**config.mk**
```make
export PLATFORM = sky130hd
export DESIGN_NAME = branch_redirect_ctrl
export DESIGN_NICKNAME = d
export VERILOG_FILES = /design/src/rtl/branch_redirect_ctrl.sv
export SDC_FILE = /design/constraint.sdc
export NUM_CORES = 1
export LEC_CHECK = 0
export CAP_MARGIN = 20
export CORE_ASPECT_RATIO = 1.1
export CORE_MARGIN = 10
export CORE_UTILIZATION = 41
export DETAILED_ROUTE_END_ITERATION = 16
export MAX_ROUTING_LAYER = met4
export PLACE_DENSITY_LB_ADDON = 0.15
export REMOVE_ABC_BUFFERS = 1
export SLEW_MARGIN = 15
export SYNTH_ARGS = -nofsm -noshare
export SYNTH_HDL_FRONTEND = slang
export SYNTH_SLANG_ARGS = --single-unit
```
**constraint.sdc**
```tcl
create_clock -name clk -period 1.75 [get_ports clk]
set_input_delay 0.35 -clock clk [delete_from_list [all_inputs] [get_ports clk]]
set_output_delay 0.35 -clock clk [all_outputs]
set_load 0.05 [all_outputs]
```
**src/rtl/branch_redirect_ctrl.sv**
```systemverilog
// Turns taken EX-stage control transfers into a registered PC redirect to fetch,
// and sequences the IF/ID and ID/EX flushes, the EX stall, and a redirect counter.
module branch_redirect_ctrl #(
  parameter int XLEN         = 32,
  parameter int FLUSH_CYCLES = 2,
  parameter int C_EXT        = 0
) (
  input  logic            clk,
  input  logic            rst_n,
  input  logic            ex_valid,
  input  logic            branch,
  input  logic            is_jump,
  input  logic [XLEN-1:0] target,
  input  logic            redirect_ready,
  output logic            redirect_valid,
  output logic [XLEN-1:0] redirect_pc,
  output logic            flush_if_id,
  output logic            flush_id_ex,
  output logic            ex_stall,
  output logic            misalign_err,
  output logic [31:0]     redirect_count
);

  typedef enum logic [1:0] {
    IDLE     = 2'd0,
    REDIRECT = 2'd1,
    FLUSH    = 2'd2
  } state_t;

  localparam logic [3:0] FLUSH_LOAD = 4'(FLUSH_CYCLES);

  state_t     state;
  logic [3:0] flush_cnt;
  logic       resolve;
  logic       misaligned;

  assign resolve    = ex_valid & (branch | is_jump);
  assign misaligned = (C_EXT != 0) ? target[0] : |target[1:0];

  // NOTE: every register here resets asynchronously, including redirect_pc and the
  // counter, so a reset mid-redirect leaves nothing behind for fetch to act on.
  always_ff @(posedge clk or negedge rst_n) begin
    if (!rst_n) begin
      state          <= IDLE;
      flush_cnt      <= '0;
      redirect_valid <= 1'b0;
      redirect_pc    <= '0;
      flush_if_id    <= 1'b0;
      flush_id_ex    <= 1'b0;
      ex_stall       <= 1'b0;
      misalign_err   <= 1'b0;
      redirect_count <= '0;
    end else begin
      // NOTE: state and outputs use non-blocking assignments so every branch below
      // sees the pre-edge values, regardless of statement order.
      misalign_err <= 1'b0;
      unique case (state)
        IDLE: begin
          if (resolve && !misaligned) begin
            state          <= REDIRECT;
            redirect_valid <= 1'b1;
            redirect_pc    <= target;
            flush_if_id    <= 1'b1;
            flush_id_ex    <= 1'b1;
            ex_stall       <= 1'b1;
          end else if (resolve) begin
            misalign_err <= 1'b1;
          end
        end
        REDIRECT: begin
          if (redirect_ready) begin
            redirect_count <= redirect_count + 32'd1;
            redirect_valid <= 1'b0;
            flush_id_ex    <= 1'b0;
            ex_stall       <= 1'b0;
            if (FLUSH_CYCLES > 0) begin
              state       <= FLUSH;
              flush_cnt   <= FLUSH_LOAD;
              flush_if_id <= 1'b1;
            end else begin
              state       <= IDLE;
              flush_if_id <= 1'b0;
            end
          end
        end
        FLUSH: begin
          // Leaving on a count of 1 keeps flush_if_id high for exactly FLUSH_CYCLES
          // cycles after the handshake cycle.
          if (flush_cnt <= 4'd1) begin
            state       <= IDLE;
            flush_cnt   <= '0;
            flush_if_id <= 1'b0;
          end else begin
            flush_cnt <= flush_cnt - 4'd1;
          end
        end
        default: begin
          state          <= IDLE;
          redirect_valid <= 1'b0;
          flush_if_id    <= 1'b0;
          flush_id_ex    <= 1'b0;
          ex_stall       <= 1'b0;
        end
      endcase
    end
  end

endmodule
```
Yosys cells after proc, flatten, opt, wreduce, memory -nomap -nowiden
Cells that the tools add are included.
{ "totals": {"register_bits": 73, "latch_bits": 0, "ram_bits": 0, "romBits": 0, "output_inout_bits": 69, "n_memories": 0} }
{ "op_classes": {"n_addsub": 2, "mul": 0, "div_mod_pow": 0, "magnitude_cmp": 1, "n_eq_ne": 5, "shift": 0, "mux": 16, "bitwise_logic": 3, "n_reduce_logical": 10} }
{ "ops": {"columns": ["op", "count"], "rows": [
  ["adder 32 x 1 -> 32 bit, second input constant", 1],
  ["two-way mux 4 bit", 2],
  ["case mux 4 bit (2 select lines)", 1],
  ["two-way mux 1 bit", 7],
  ["two-way mux 2 bit", 3],
  ["inequality test 2 bit, second input constant", 3],
  ["case mux 1 bit (3 select lines)", 2],
  ["case mux 2 bit (3 select lines)", 1],
  ["AND reduction 2 bit", 3],
  ["AND reduction 3 bit", 2],
  ["<= comparator 4 x 1 -> 1 bit, second input constant", 1],
  ["subtractor 4 x 1 -> 4 bit, second input constant", 1],
  ["== test 2 x 1 -> 1 bit, second input constant", 1],
  ["== test 2 bit, second input constant", 1],
  ["zero test 2 bit", 1],
  ["nonzero test 2 bit", 1],
  ["OR reduction 2 bit", 1],
  ["AND 1 bit", 1],
  ["logical AND 1 bit", 1],
  ["zero test 1 bit", 1],
  ["NOT 1 bit", 1],
  ["OR 1 bit", 1]
]} }

Longest topological paths before layout
{ "depth": {"depth_word": 5, "mapped_depth": 6} }

Worst setup path before layout
Ideal clock, no wire load.
{ "synth_path": {"path_kind": "reg-to-reg", "startpoint": "register redirect_count[0]", "endpoint": "register redirect_count[20]", "setup_time_ps": 142, "arrival_time_ps": 1802, "required_time_ps": 1608, "path_slack_ps": -194, "path_stages_with_launch": 6, "period_less_slack_ps": 1944, "path_cell_list": "dfrtp_1 -> ha_1 -> nand2_1 -> nor4_4 -> nand4_1 -> xnor2_1"} }
{ "synth_between": {"elab_chain_len": 1} }
{ "synth_rtl": {"columns": ["element", "line_no", "text"], "rows": [
  ["from (decl)", "21", "output logic [31:0] redirect_count"],
  ["from (signal assigned)", "72", "redirect_count <= redirect_count + 32'd1;"],
  ["adder 32 x 1 -> 32 bit", "72", null]
]} }
No other way between the ends.
A chain may end at the register's enable or synchronous reset.

Worst setup path after layout
{ "layout_path": {"startpoint": "register state[1]", "endpoint": "register redirect_count[27]"} }
{ "layout_between": {"elab_chain_len": 2} }
{ "layout_rtl": {"columns": ["element", "line_no", "text"], "rows": [
  ["from (decl)", "32", "state_t state;"],
  ["from (signal assigned)", "44", "state <= IDLE;"],
  ["from (signal assigned)", "60", "state <= REDIRECT;"],
  ["from (signal assigned)", "77", "state <= FLUSH;"],
  ["== test 2 x 1 -> 1 bit", "57", "unique case (state)"],
  ["AND reduction 2 bit (no source line)", null, null]
]} }
No other way between the ends.

==> qor.yml <==
cts_setup_buffers: 0
root_buffer: "clkbuf_8"
maxCapViolations: 0
p_clk_share_pct: 23.7
cts-hold-fix-buffers: 0
max_freq_mhz: 604
rows: 33
syn_to_final_growth_pct: 45.4
critPathMaxFanout: 10
clockBufferDepth: 2
dr.pass1.iters: 4
switching_share_pct: 40.0
synthDistinctLibCells: 40
grt_max_degree: 74
drive_above_1_share_pct: 39.1
critical_path_arrival_ns: 1.91
core_area_sq_um: 7510
n_fill_cell: 649
die_h_um: 113
placed_cells: 474
cts_tree: "yes"
rrSetupSlack_ns: 0.1
syn_area_per_cell_sq_um: 12.9
hold_slack_ns: 0.0188
synth-main-ff-cell: "dfrtp_1"
drc: 0
switching_power_mw: 2.69
htreeDepth: 3
synthCells: 248
seq_area_frac_synth_pct: 57.1
clkLatencyLatePin_ns: 0.34
fin_skew_ns: 0.0108
ys_ff_latch: 73
synth_top_cells_by_area: "dfrtp_1, mux2_2, xnor2_1, xor2_1, nand3_1"
start_util_pct: 42.6
synth_top_cell_by_area: "dfrtp_1"
p_comb_share_pct: 41.8
grt_pass1_vias: 2374
leakage_nw: 2.27
p_seq_share_pct: 34.5
die_area_sq_um: 11700
fin_crit_ns: 1.65
dpl.hpwl_um: 5890
synth_edf_count: 0
n_antenna_cell: 0
worst_path_largest_cell_delay_ns: 0.41
ys.warnings.count: 0
required_ns: 2.00
port_buffers: 106
grt_antenna_before_repair: 0
vias: 2381
clk_pin_slew_ns: 0.08
final.period_utilization_pct: 94.5
hold_viol: 0
worst_pin_slew_ns: 0.397
rsz0062_at_grt: "no"
dp_slack_ns: -0.351
synth_area_sq_um: 3200
internal_power_mw: 4.03
crit_path_end_kind: "flop"
wl_met1_um: 3330
wl_met3_um: 257
routed_wl_um: 7950
grt_usage_pct: 13.9
routed.top_layer: "met4"
seq_area_sq_um: 1830
antenna_left: 0
vias_per_cell: 4.87
grt_pass1_wl_um: 12800
synth_async_sr_flop_share_pct: 100
setup_violations: 0
cp_cell_sequence: "nand4b_4 -> or3_1 -> buf_6 -> nor4_4 -> xor2_1"
slowest_stage: "dfrtp_1"
cts_buffers: 9
hold_class: "in -> async"
critPathLaunchType: "flop"
multi_input_area_sq_um: 1330
relSlewSlack_pct: 73.5
postLayoutCoreUtil_pct: 62.0
peakVddDrop_mv: 0.815
clkSinkCount: 73
die_w_um: 104
cts_resized: 0
yosysMostFrequentCell: "dfrtp_1"
outcome: "complete, no violations"
routed-wl-met2_um: 4270
layout_setup_ws_ns: 0.0957
total_power_mw: 6.72
synth_commonest_cells: "dfrtp_1, mux2_2, xnor2_1"
stdcell_count: 489
synth_top_area_share_pct: 57.1
num-nets-final: 421
gp_congestion: 0.788
wire_per_inst_um: 16.3
worst-setup-path-type: "reg -> reg"
grt-ovfl-total: 0
maxSlewViolCount: 0
io_pins: 107
drt_iter0_drc: 64
powerDensity_nw_per_um2: 1440
-- power groups by stage --
stage	clock, mW	sequential [mW]	combinational, mW
finish	1.59	2.32	2.81
global placement	0	2.33	2.81
CTS	1.64	2.32	2.84
detailed placement	0	2.35	2.84
floorplan	0	3.65	0.523
global route	1.70	2.38	2.95
-- per-stage QoR --
stage	TNS, ns	cell area (sq um)
global route	0	4660
finish	0	4660
detailed placement	-12.61	4390
floorplan	-20.93	3160
global placement	-12.13	4390
CTS	0	4630
-- sequential cells by signal (all words and copies together) (netlist names) --
register / count
ex_stall: 1
flush_cnt: 4
flush_if_id: 1
misalign_err: 1
redirect_count: 32
redirect_pc: 32
state: 2
-- logic make-up (layout without fill, tap and decap cells) --
family | after synthesis | in the layout | share of synthesized area, %
mux | 31 | 31 | 10.9
buf+inv | 12 | 148 | 1.99
xor+xnor | 31 | 31 | 8.48
compound gates | 16 | 16 | 3.20
flops | 73 | 73 | 57.1
fa+ha+maj | 3 | 3 | 1.17
simple gates | 82 | 82 | 17.2
-- routing by layer --
metal  global-route usage, %  vias to the layer above
met5                       -                        -
met4                    6.41                        0
met3                    2.75                        8
met2                    23.3                       51
met1                    15.7                     1173
li1                        -                     1149
-- final timing paths --
path | from | cells after the start | endpoint
setup / recovery | state[1] | 5 | redirect_count[27]
hold / removal | rst_n | 2 | redirect_pc[23]
setup reg to reg | state[1] | 5 | redirect_count[27]
hold reg to reg | redirect_count[31] | 1 | redirect_count[31]
max in group asynchronous | rst_n | 2 | redirect_pc[31]
min in group clk | redirect_count[31] | 1 | redirect_count[31]
-- worst max-delay path: cells and delay by family, from the launching register on --
family        cells  cell delay (ns)
flops             1             0.41
buf+inv           1             0.17
simple gates      3             0.82
xor+xnor          1             0.19
-- area by class of cell --
cell class | instances | area share, %
Multi-Input combinational cell | 163 | 28.6
Clock buffer | 10 | 2.96
Inverter | 5 | 0.403
Timing Repair Buffer | 128 | 23.7
Tap cell | 105 | 2.82
Clock inverter | 5 | 2.23
Sequential cell | 73 | 39.2
-- cells in the final DEF (no fill, tap or decap), types with 2 or more instances in the layout --
| cell | count |
|---|---|
| buf_4 | 86 |
| dfrtp_1 | 73 |
| clkdlybuf4s50_1 | 35 |
| mux2_2 | 29 |
| xnor2_1 | 18 |
| nand3_1 | 15 |
| nand2_1 | 14 |
| xor2_1 | 13 |
| clkbuf_8 | 10 |
| and3_1 | 9 |
| nand4_1 | 8 |
| nor3_1 | 7 |
| o21ai_0 | 6 |
| nor2_1 | 5 |
| nor4_4 | 5 |
| inv_1 | 4 |
| and4_1 | 4 |
| buf_12 | 4 |
| a21oi_1 | 3 |
| nor4_2 | 3 |
| ha_1 | 3 |
| bufinv_16 | 3 |
| or2_2 | 2 |
| nand2b_1 | 2 |
| nor2b_1 | 2 |
(Power assumes the default switching activity.)
